## config.mk

```make
export PLATFORM = sky130hd
export DESIGN_NAME = bmp_stream_tx
export DESIGN_NICKNAME = d
export VERILOG_FILES = /design/src/rtl/bmp_stream_tx.sv
export SDC_FILE = /design/constraint.sdc
export NUM_CORES = 1
export LEC_CHECK = 0
export ABC_AREA = 1
export CORE_UTILIZATION = 50
export DETAILED_ROUTE_END_ITERATION = 7
export PLACE_DENSITY = 0.83
export SYNTH_ARGS = -nofsm -noshare
export SYNTH_HDL_FRONTEND = slang
export SYNTH_SLANG_ARGS = --single-unit
export TNS_END_PERCENT = 5
```

## constraint.sdc

```tcl
create_clock -name pixClk -period 3 [get_ports pixClk]
set_input_delay 0.6 -clock pixClk [delete_from_list [all_inputs] [get_ports pixClk]]
set_output_delay 0.6 -clock pixClk [all_outputs]
set_load 0.01 [all_outputs]
```

## src/rtl/bmp_stream_tx.sv

```systemverilog
// Streams one 24-bpp BMP file per frame: fixed 54-byte header, then the pixel rows
// (B,G,R per pixel) with zero padding to a 4-byte row boundary.
module bmp_stream_tx #(
    parameter int WIDTH  = 200,
    parameter int HEIGHT = 200
) (
    input  logic        pixClk,
    input  logic        rst_n,
    input  logic        start,
    input  logic [23:0] pix_in,
    input  logic        pix_valid,
    output logic        pix_ready,
    output logic [7:0]  byte_out,
    output logic        byte_valid,
    input  logic        byte_ready,
    output logic        busy,
    output logic        done
);

    localparam int ROWB  = 3 * WIDTH;
    localparam int PAD   = (4 - (ROWB % 4)) % 4;
    localparam int IMG   = (ROWB + PAD) * HEIGHT;
    localparam int FSIZE = 54 + IMG;

    localparam logic [11:0] COL_LAST = 12'(WIDTH - 1);
    localparam logic [11:0] ROW_LAST = 12'(HEIGHT - 1);
    localparam logic [1:0]  PAD_LAST = 2'(PAD);

    localparam logic [2:0] S_IDLE = 3'd0;
    localparam logic [2:0] S_HDR  = 3'd1;
    localparam logic [2:0] S_PIX  = 3'd2;
    localparam logic [2:0] S_PAD  = 3'd3;
    localparam logic [2:0] S_DONE = 3'd4;

    logic [2:0]  state;
    logic [5:0]  hdr_idx;   // index of the next header byte to load
    logic [11:0] col;
    logic [11:0] row;
    logic        row_end;   // last pixel of the row has been accepted
    logic [1:0]  pend;      // pixel bytes still to load after the current one
    logic [1:0]  pad_idx;   // pad bytes loaded so far in this row
    logic [15:0] hold;      // {R,G} of the pixel being emitted
    logic        xfer;

    // Every 4-byte field starts at an offset == 2 (mod 4), so the low index bits
    // select the little-endian byte directly.
    function automatic logic [7:0] hdr_byte(input logic [5:0] idx);
        logic [31:0] f;
        logic [1:0]  sh;
        sh = idx[1:0] - 2'd2;
        case (idx) inside
            [6'd2:6'd5]:   f = 32'(FSIZE);
            [6'd10:6'd13]: f = 32'd54;
            [6'd14:6'd17]: f = 32'd40;
            [6'd18:6'd21]: f = 32'(WIDTH);
            [6'd22:6'd25]: f = 32'(HEIGHT);
            [6'd26:6'd27]: f = 32'd1;
            [6'd34:6'd37]: f = 32'(IMG);
            [6'd38:6'd45]: f = 32'd2835;
            default:       f = 32'd0;
        endcase
        hdr_byte = 8'(f >> {sh, 3'b000});
        if (idx == 6'd0)  hdr_byte = 8'h42;
        if (idx == 6'd1)  hdr_byte = 8'h4D;
        if (idx == 6'd28) hdr_byte = 8'h18;
    endfunction

    assign xfer      = byte_valid && byte_ready;
    assign busy      = (state != S_IDLE);
    assign done      = (state == S_DONE);
    assign pix_ready = (state == S_PIX) && (pend == 2'd0) && !row_end &&
                       (!byte_valid || byte_ready);

    // NOTE: reset is synchronous, so it lives inside the clocked branch and wins over
    // every other condition; all state uses non-blocking assignments.
    always_ff @(posedge pixClk) begin
        if (!rst_n) begin
            state      <= S_IDLE;
            byte_out   <= 8'h00;
            byte_valid <= 1'b0;
            hdr_idx    <= 6'd0;
            col        <= 12'd0;
            row        <= 12'd0;
            row_end    <= 1'b0;
            pend       <= 2'd0;
            pad_idx    <= 2'd0;
            hold       <= 16'd0;
        end else begin
            case (state)
                S_IDLE: if (start) begin
                    state      <= S_HDR;
                    byte_out   <= 8'h42;
                    byte_valid <= 1'b1;
                    hdr_idx    <= 6'd1;
                    col        <= 12'd0;
                    row        <= 12'd0;
                    row_end    <= 1'b0;
                    pend       <= 2'd0;
                end
                S_HDR: if (xfer) begin
                    if (hdr_idx == 6'd54) begin
                        byte_valid <= 1'b0;
                        state      <= S_PIX;
                    end else begin
                        byte_out <= hdr_byte(hdr_idx);
                        hdr_idx  <= hdr_idx + 6'd1;
                    end
                end
                S_PIX: begin
                    if (pix_ready && pix_valid) begin
                        byte_out   <= pix_in[7:0];
                        byte_valid <= 1'b1;
                        hold       <= pix_in[23:8];
                        pend       <= 2'd2;
                        if (col == COL_LAST) begin
                            col     <= 12'd0;
                            row_end <= 1'b1;
                        end else begin
                            col <= col + 12'd1;
                        end
                    end else if (xfer) begin
                        if (pend != 2'd0) begin
                            byte_out <= (pend == 2'd2) ? hold[7:0] : hold[15:8];
                            pend     <= pend - 2'd1;
                        end else begin
                            byte_valid <= 1'b0;
                            if (row_end) begin
                                if (PAD != 0) begin
                                    state      <= S_PAD;
                                    byte_out   <= 8'h00;
                                    byte_valid <= 1'b1;
                                    pad_idx    <= 2'd1;
                                end else begin
                                    row_end <= 1'b0;
                                    if (row == ROW_LAST) state <= S_DONE;
                                    else row <= row + 12'd1;
                                end
                            end
                        end
                    end
                end
                S_PAD: if (xfer) begin
                    if (pad_idx == PAD_LAST) begin
                        byte_valid <= 1'b0;
                        row_end    <= 1'b0;
                        if (row == ROW_LAST) begin
                            state <= S_DONE;
                        end else begin
                            row   <= row + 12'd1;
                            state <= S_PIX;
                        end
                    end else begin
                        pad_idx <= pad_idx + 2'd1;
                    end
                end
                S_DONE:  state <= S_IDLE;
                default: state <= S_IDLE;
            endcase
        end
    end

endmodule

```

==> metrics.md, run 1 <==
| Metric | Value |
|---|---|
| Status | finished, final reports clean |
| Clock Skews | 0.00939 ns |
| Maximum clock path buffer count | 2 |
| Mapped Cells | 563 |
| Crit share post-route | 85.9% |
| Synth top area share | 34.4% |
| Die Footprint | 7680 um2 |
| Setup Fix Bufs, Post-CTS | 0 |
| Number of global-route vias before repair | 3533 |
| Final Non-Filler Cells | 708 |
| Pwr/cell area | 817 nW/um2 |
| Met3 routed WL | 613 um |
| RR Startpoint | hdr_idx[0] |
| Die Ht | 87.6 um |
| Hold/Removal Path Class | flip-flop to flip-flop |
| DRT met1 WL | 4.13 mm |
| DRC viols | 0 |
| Setup TNS | 0 ns |
| Largest net degree at the start of global routing | 24 |
| Tmin final | 2.58 ns |
| Post-synthesis compound-gate area fraction | 19.0% |
| Actual slew at the worst max-slew pin | 0.435 ns |
| Synth Area in XOR/XNOR | 0% |
| Register area share after synthesis | 34.4% |
| Post-cts sizing count | 0 |
| Critical path data required time | 2.40 ns |
| Most frequent cells in the layout | nand2_1, nor2_1, inv_1, dfxtp_1, a21oi_1 |
| Worst Hold Slack | 0.466 ns |
| DR iter-0 viols | 293 |
| Core Box Area | 6940 um2 |
| WS Path Type | primary input to output pin |
| First-pass GRT wire length | 15.4 mm |
| Syn nets | 601 |
| Placed Cells | 692 |
| Largest family of logic cells by synthesized area | simple AND/OR/NAND/NOR gates |
| Worst vdd ir | 0.437 mV |
| Slew HR | 71.0% |
| Diode count | 0 |
| Power, Total | 3.60 mW |
| Top Ports | 41 |
| Clk sinks | 63 |
| Fmax | 0.388 GHz |
| Synth warn | 0 |
| Crit. Startpoint | byte_ready |
| Critical path peak fanout | 2 |
| Area delta synth->final | 20.2% |
| Setup violators final | 0 |
| Unrepaired setup endpoints after global routing | no |
| Hold Crit Start | pad_idx[1] |
| Mux contribution to synthesized area | 0.273% |
| DR WL/cell | 13.0 um |
| Clk Latency, worst-skew pair | 0.35 ns |
| Row Count | 30 |
| Via count | 3878 |
| Simple-gate share of the synthesized area | 33.4% |
| Num CTS Buffers | 9 |
| Synth Area per Inst | 6.51 um2 |
| Width of the chip | 87.6 um |
| GPL Wtd Cong | 0.932 |
| Total track usage | 25.7% |
| DRT Pass-1 Iters | 5 |
| Flops & latches, synth | 63 |
| Antenna violations before repair | 0 |
| PortBufs | 40 |
| Cell accounting for the most synthesized area | dfxtp_1 |
| Synth Cell Area | 3660 um2 |
| Total length of routed wires | 9.23 mm |
| Worst EP arrival | 1.98 ns |
| Leak | 1.81 nW |
| Final net count | 645 |
| Top Layer Used | met4 |
| Remaining Overflow, GRT | 0 |
| Post-synthesis adder-cell area fraction | 3.07% |
| Initial Util | 52.8% |
| CTS tree | yes |
| DPL Wire Length | 7.03 mm |
| Synth area leaders | dfxtp_1, nand2_1, nor2_1, a21oi_1, inv_1 |
| Worst Setup Start Kind | primary input |
| Routed Antenna Nets | 0 |
| FILL cells | 626 |
| Max_cap viols | 0 |
| Hold Buf Count CTS | 0 |
| Layout cells sized above 1 | 8.50% |
| Worst-path clk slew | 0.08 ns |
| Most common cell after layout, fill and taps aside | nand2_1 |
| Fin. max-slew vios | 0 |
| H-tree depth | 3 |
| Unique cell type count in the Yosys netlist | 43 |
| Clk root buf | clkbuf_8 |
| CP Capture Type | output pin |
| Routed wl met2 | 4.31 mm |
| DR vias/cell | 5.48 |
| Fin. Hold Viols | 0 |
| Layout Utilization | 63.5% |
[synth_stat cells, drive strengths merged]
| library cell | number |
|---|---|
| nand2 | 112 |
| nor2 | 89 |
| inv | 75 |
| dfxtp | 63 |
| a21oi | 52 |
| o21ai | 48 |
| nand3 | 37 |
| nor3 | 24 |
| clkbuf | 9 |
| ha | 9 |
| buf | 7 |
| nand4 | 6 |
| a31oi | 5 |
| a211oi | 4 |
| nor4 | 4 |
| o21a | 3 |
| o31ai | 3 |
| o2111ai | 2 |
| or2 | 2 |
| a21boi | 1 |
| a221oi | 1 |
| and3 | 1 |
| clkinv | 1 |
| mux2i | 1 |
| o211ai | 1 |
| o21bai | 1 |
| o22ai | 1 |
| o311ai | 1 |
[logic make-up (layout without fill, tap and decap cells)]
family / Yosys count / after routing
DFF: 63 / 63
buffers and inverters: 92 / 141
AOI/OAI and AO/OA: 123 / 123
muxes: 1 / 1
adders and majority gates: 9 / 9
and+or+nand+nor: 275 / 275
[critical path: stages]
cell and delay (ns):
clkdlybuf4s50_1 0.47, o21ai_0 0.14, nor3_4 0.20, clkdlybuf4s50_1 0.57
[power by group]
part,switching [mW],internal [mW],total [mW]
sequential,0.0999,0.963,1.06
clock,0.370,0.477,0.847
combinational,1.11,0.583,1.69
total,1.58,2.02,3.60
[layer usage]
layer	vias up	track usage, %
met5	-	0
met4	0	10.4
met2	143	41.3
met1	1771	33.1
met3	19	6.50
li1	1945	-
[sequential cells by signal, indices dropped and copies added (netlist names)]
register	count
hold	16
col	12
row	12
byte_out	8
hdr_idx	6
state	3
pad_idx	2
pend	2
byte_valid	1
row_end	1
[stage by stage]
stage | worst slack [ns] | instance area [um2]
CTS | 0.413 | 4410
detailed placement | 0.269 | 4180
global placement | 0.366 | 4180
global route | 0.366 | 4410
floorplan | 0.911 | 3660
finish | 0.424 | 4410
[area by class of cell]
cell class,count,area [um2],area share (%)
multi-input combinational,408,2040,46.4
timing repair buffer,49,468,10.6
clock inverter,7,103,2.33
sequential,63,1260,28.6
clock buffer,9,124,2.81
inverter,76,288,6.53
tap,96,120,2.73
[worst paths after layout]
path | endpoint | slack (ns) | cells past startpoint
max | pix_ready | 0.42 | 4
min | pad_idx[1] | 0.47 | 2
max reg2reg | byte_out[4] | 0.61 | 15
min reg2reg | pad_idx[1] | 0.47 | 2
Note: power is estimated with default switching activity, not from simulation.
==> run 2: changes to the inputs <==
--- a/config.mk
+++ b/config.mk
@@ -6,9 +6,11 @@
 export NUM_CORES = 1
 export LEC_CHECK = 0
 export ABC_AREA = 1
+export CORE_MARGIN = 10
 export CORE_UTILIZATION = 50
 export DETAILED_ROUTE_END_ITERATION = 7
 export PLACE_DENSITY = 0.83
+export RECOVER_POWER = 50
 export SYNTH_ARGS = -nofsm -noshare
 export SYNTH_HDL_FRONTEND = slang
 export SYNTH_SLANG_ARGS = --single-unit
==> constraint.sdc (replaced) <==
create_clock -name pixClk -period 2.6 [get_ports pixClk]
set_input_delay 0.52 -clock pixClk [delete_from_list [all_inputs] [get_ports pixClk]]
set_output_delay 0.52 -clock pixClk [all_outputs]
set_load 0.01 [all_outputs]
==> metrics.md, run 2 (synthesis results as in run 1) <==
| Metric | Value |
|---|---|
| Status | finished, final reports clean |
| Leak | 1.83 nW (+1.2%) |
| FF-to-FF path depth | 10 (-5) |
| Largest net degree at the start of global routing | 18 (-25%) |
| DPL Wire Length | 7.37 mm (+4.8%) |
| Most common cell after layout, fill and taps aside | nand2_1 |
| Die Ht | 106 um (+21%) |
| Post-route cell area | 4410 um2 (+0.14%) |
| RR Startpoint | state[2] |
| Clock Skews | 0.00863 ns (-0.000764 ns) |
| Hold/Removal Path Class | flip-flop to flip-flop |
| Layout cells sized above 1 | 8.12% (-0.38 points) |
| Largest reg by FF count | hold |
| CP Cell Sequence | inv_1 > ha_1 > o21ai_0 > nor3_4 > clkdlybuf4s50_1 |
| Slew HR | 69.5% (-1.5 points) |
| H-tree depth | 3 (unchanged) |
| Actual slew at the worst max-slew pin | 0.456 ns (+0.0214 ns) |
| Pwr/cell area | 940 nW/um2 (+15%) |
| Width of the chip | 106 um (+21%) |
| Largest register FFs | 16 (unchanged) |
| Setup TNS | 0 ns (unchanged) |
| CTS tree | yes |
| Crit-path max cell delay | 0.56 ns (about the same) |
| Clk sinks | 63 (unchanged) |
| Area occupied by multi-input gates | 2030 um2 (-0.49%) |
| DR iter-0 viols | 203 (-31%) |
| Worst Setup Start Kind | flip-flop |
| Maximum clock path buffer count | 2 (unchanged) |
| Worst vdd ir | 0.399 mV (-8.6%) |
| Total track usage | 17.4% (-8.3 points) |
| Die Footprint | 11200 um2 (+45%) |
| Critical Path End | pix_ready |
| Fin. max-slew vios | 0 (unchanged) |
| Remaining Overflow, GRT | 0 (unchanged) |
| Worst-path clk slew | 0.07 ns (about the same) |
| Layout Utilization | 61.5% (-2.0 points) |
| Max_cap viols | 0 (unchanged) |
| Final net count | 649 (+0.62%) |
| WS Path Type | flip-flop to output pin |
| Number of global-route vias before repair | 3521 (-0.34%) |
| Reg-to-reg endpoint | byte_out[5] |
| Fin. Hold Viols | 0 (unchanged) |
| Core Box Area | 7180 um2 (+3.3%) |
| GPL Wtd Cong | 0.915 (-1.9%) |
| Critical path peak fanout | 4 (+2) |
| Setup WS pre-CTS | 0.0222 ns (-0.247 ns) |
| Top Ports | 41 (unchanged) |
| Hold Buf Count CTS | 0 (unchanged) |
| Routed Antenna Nets | 0 (unchanged) |
| Clk Latency, worst-skew pair | 0.35 ns (about the same) |
| First-pass GRT wire length | 16.3 mm (+6.0%) |
| Diode count | 0 (unchanged) |
| FILL cells | 659 (+5.3%) |
| Via count | 3836 (-1.1%) |
| DRT Pass-1 Iters | 5 (unchanged) |
| CP Capture Type | output pin |
| Antenna violations before repair | 0 (unchanged) |
| R2R Setup Slk | 0.26 ns (-0.35 ns) |
| DR vias/cell | 5.37 (-2.1%) |
| Reg area | 1260 um2 (unchanged) |
| DR WL/cell | 13.4 um (+2.5%) |
| Area delta synth->final | 20.4% |
| Worst EP arrival | 1.88 ns (-0.10 ns) |
| Fmax | 0.417 GHz |
| Row Count | 31 (+3.3%) |
| Critical path data required time | 2.08 ns (-0.32 ns) |
| Most frequent cells in the layout | nand2_1, nor2_1, inv_1, dfxtp_1, a21oi_1 |
| Initial Util | 51.1% (-1.7 points) |
| Setup violators final | 0 (unchanged) |
| Unrepaired setup endpoints after global routing | no |
| Num CTS Buffers | 9 (unchanged) |
| Clk root buf | clkbuf_8 |
| Final setup margin | 0.204 ns (-0.220 ns) |
| Crit. Startpoint | pend[0] |
| Setup Fix Bufs, Post-CTS | 0 (unchanged) |
| Critical Path Slowest Stage Cell | clkdlybuf4s50_1 |
| Regs by FF count | hold: 16 flops, col: 12 flops, row: 12 flops |
| PortBufs | 40 (unchanged) |
| Dpl cell area | 4210 um2 (+0.81%) |
| Total length of routed wires | 9.55 mm (+3.5%) |
| Crit share post-route | 92.1% |
| Tmin final | 2.40 ns |
| Post-cts sizing count | 0 (unchanged) |
| DRC viols | 0 (unchanged) |
[run 2: cell types whose count changed in the layout (fill, tap and decap cells not counted), moves of 2 or more]
cell and delta:
dlygate4sd3_1 +9, inv_6 -3, clkdlybuf4s50_1 -9, nand2_1 +2, clkbuf_1 +4
[run 2: how the worst min path moves through the flow]
stage | start | end | slack (ns) | cells after the start
finish | byte_out[3] | byte_out[3] | 0.47 | 2
global route | byte_out[0] | byte_out[0] | 0.50 | 2
CTS | byte_out[3] | byte_out[3] | 0.47 | 2
detailed placement | byte_out[3] | byte_out[3] | 0.46 | 2
global placement | pad_idx[1] | pad_idx[1] | 0.45 | 2
floorplan | pad_idx[1] | pad_idx[1] | 0.43 | 2
[run 2: metal layers]
layer	wire length [um]	vias to the layer above	track usage (%)
met5	0	-	0
met4	167	0	7.35
met3	600	14	4.20
met2	4380	120	27.7
met1	4400	1754	22.0
li1	-	1948	-
[run 2: stage by stage]
stage / power, mW / std cells / hold slack, ns
final: 4.15 / 715 / 0.466
after global routing: 4.49 / 715 / 0.497
after global placement: 3.20 / 699 / 0.446
after detailed placement: 3.24 / 699 / 0.460
after CTS: 4.20 / 715 / 0.470
after floorplan: 2.63 / 563 / 0.434
[run 2: cell type report]
| class | count | area share (%) |
|---|---|---|
| clock buffers | 11 | 3.20 |
| clock inverters | 5 | 1.84 |
| inverters | 76 | 6.52 |
| well taps | 99 | 2.81 |
| repair buffers | 53 | 11.0 |
| flip-flops and latches | 63 | 28.6 |
| multi-input cells | 408 | 46.1 |
[run 2: worst max-delay path, delay by kind of cell, from the launching register on]
| kind | cells | cell delay (ns) |
|---|---|---|
| and+or+nand+nor | 1 | 0.16 |
| adders and majority gates | 1 | 0.23 |
| DFF | 1 | 0.30 |
| AOI/OAI and AO/OA | 1 | 0.17 |
| buffers and inverters | 2 | 0.66 |
[run 2: power breakdown]
part	switching, mW	internal, mW	leakage, nW
clock network	0.394	0.566	0.110
registers	0.105	1.11	0.511
logic	1.29	0.682	1.21
total	1.79	2.36	1.83
==> run 3: changes to the inputs <==
--- a/config.mk
+++ b/config.mk
@@ -11,6 +11,7 @@
 export DETAILED_ROUTE_END_ITERATION = 7
 export PLACE_DENSITY = 0.83
 export RECOVER_POWER = 50
+export SETUP_SLACK_MARGIN = 0.5
 export SYNTH_ARGS = -nofsm -noshare
 export SYNTH_HDL_FRONTEND = slang
 export SYNTH_SLANG_ARGS = --single-unit
==> metrics.md, run 3 (synthesis results as in run 1) <==
| Metric | Value |
|---|---|
| Final Non-Filler Cells | 722 (+0.98%) |
| Largest net degree at the start of global routing | 18 (unchanged) |
| Largest reg by FF count | hold |
| Power, Total | 4.38 mW (+5.5%) |
| Setup TNS | 0 ns (unchanged) |
| DRC viols | 0 (unchanged) |
| FILL cells | 644 (-2.3%) |
| GR met3 Demand/Resource | 4.20% (unchanged) |
| Core Box Area | 7180 um2 (unchanged) |
| Number of global-route vias before repair | 3522 (+0.028%) |
| Fin. max-slew vios | 0 (unchanged) |
| Post-route cell area | 4520 um2 (+2.4%) |
| Diode count | 0 (unchanged) |
| Hold/Removal Path Class | flip-flop to flip-flop |
| Met1 usage | 22.0% (unchanged) |
| Routed Antenna Nets | 0 (unchanged) |
| Clock Skews | 0.00866 ns (+0.0000289 ns) |
| DR iter-0 viols | 222 (+9.4%) |
| GR Layer Usage met2 | 27.9% (+0.18 points) |
| GPL Wtd Cong | 0.915 (unchanged) |
| Worst-path clk slew | 0.08 ns (about the same) |
| Antenna violations before repair | 0 (unchanged) |
| Die Ht | 106 um (unchanged) |
| Num CTS Buffers | 9 (unchanged) |
| Critical path data required time | 2.86 ns (+0.78 ns) |
| CTS tree | yes |
| Unrepaired setup endpoints after global routing | yes |
| Fin. Hold Viols | 0 (unchanged) |
| Most common cell after layout, fill and taps aside | nand2_1 |
| Max_cap viols | 0 (unchanged) |
| Worst EP arrival | 2.43 ns (+0.55 ns) |
| Worst Setup Start Kind | flip-flop |
| Total track usage | 17.4% (+0.051 points) |
| Critical path peak fanout | 7 (+3) |
| Placed Cells | 699 (unchanged) |
| R2R Setup Slk | 0.43 ns (+0.17 ns) |
| Final net count | 656 (+1.1%) |
| Via count | 3885 (+1.3%) |
| Clk sinks | 63 (unchanged) |
| Crit share post-route | 83.6% (-8.5 points) |
| PortBufs | 40 (unchanged) |
| Setup violators final | 0 (unchanged) |
| Gr busiest metal | met2 |
| Dpl cell area | 4210 um2 (unchanged) |
| Fmax | 0.460 GHz (+10%) |
| Pwr/cell area | 968 nW/um2 (+3.0%) |
| Width of the chip | 106 um (unchanged) |
| WS Path Type | flip-flop to flip-flop |
| Status | finished, final reports clean |
| Initial Util | 51.1% (unchanged) |
| Actual slew at the worst max-slew pin | 0.478 ns (+0.0214 ns) |
| Largest register FFs | 16 (unchanged) |
| Total length of routed wires | 9.73 mm (+1.9%) |
| Top Ports | 41 (unchanged) |
| DRT Pass-1 Iters | 5 (unchanged) |
| Layout cells sized above 1 | 11.6% (+3.4 points) |
| Tmin final | 2.17 ns (-0.222 ns) |
| Clk root buf | clkbuf_8 |
| First-pass GRT wire length | 16.3 mm (+0.17%) |
| Die Footprint | 11200 um2 (unchanged) |
| Clk Latency, worst-skew pair | 0.35 ns (about the same) |
| Worst vdd ir | 0.401 mV (+0.38%) |
| Most frequent cells in the layout | nand2_1, nor2_1, inv_1, dfxtp_1, a21oi_1 |
| H-tree depth | 3 (unchanged) |
| Area delta synth->final | 23.3% |
| Maximum clock path buffer count | 2 (unchanged) |
| Leak | 1.90 nW (+3.8%) |
| DPL Wire Length | 7.37 mm (unchanged) |
| DR WL/cell | 13.5 um (+0.90%) |
| CP Capture Type | flip-flop |
| Regs by FF count | hold: 16 flops, col: 12 flops, row: 12 flops |
| DR vias/cell | 5.38 (+0.30%) |
| Remaining Overflow, GRT | 0 (unchanged) |
| Row Count | 31 (unchanged) |
| Slew HR | 68.1% (-1.4 points) |
run 3: final timing paths:
kind | cells past startpoint | end | from
setup / recovery | 12 | col[11] | pend[0]
hold / removal | 2 | byte_out[3] | byte_out[3]
setup reg to reg | 12 | col[11] | pend[0]
hold reg to reg | 2 | byte_out[3] | byte_out[3]
run 3: timing repair:
action                     in CTS  in global routing
cloned                          0                  0
hold buffers                    0                  0
setup endpoints to repair      11                 36
pin swaps                       0                  2
setup buffers                   0                  7
resized for setup               7                 18
run 3: final cells by class:
type	count	area (um2)	share of cell area, %
Sequential cell	63	1260	28.0
Multi-Input combinational cell	408	2070	45.7
Tap cell	99	124	2.74
Timing Repair Buffer	60	551	12.2
Clock inverter	5	81.3	1.80
Clock buffer	11	141	3.13
Inverter	76	290	6.42
run 3: critical path, stage by stage, from the launching register on:
cell and delay [ns]:
dfxtp_1 0.30, inv_1 0.10, ha_1 0.26, o21ai_2 0.10, nor3_4 0.13, nand2_1 0.25, a21boi_4 0.26, nand2_2 0.09
nor2_2 0.14, nand4_1 0.14, nor2_2 0.13, a21oi_1 0.07, o21a_1 0.10
run 3: metrics by stage:
stage,utilization (%),hold slack (ns),worst slack (ns)
2_1_floorplan,-,0.434,0.511
3_3_place_gp,58.7,0.446,0.0693
3_5_place_dp,58.7,0.460,0.0222
4_1_cts,62.0,0.470,0.457
5_1_grt,63.0,0.497,0.202
6_report,63.0,0.465,0.426
run 3: per-layer routing:
layer | share of wire [%] | vias up
li1 | - | 1961
met1 | 46 | 1782
met2 | 46 | 127
met3 | 5.7 | 15
met4 | 2.0 | 0
met5 | 0 | -
run 3: power breakdown:
group / internal [mW] / switching [mW]
Sequential: 1.12 / 0.106
Combinational: 0.828 / 1.37
Clock: 0.566 / 0.397
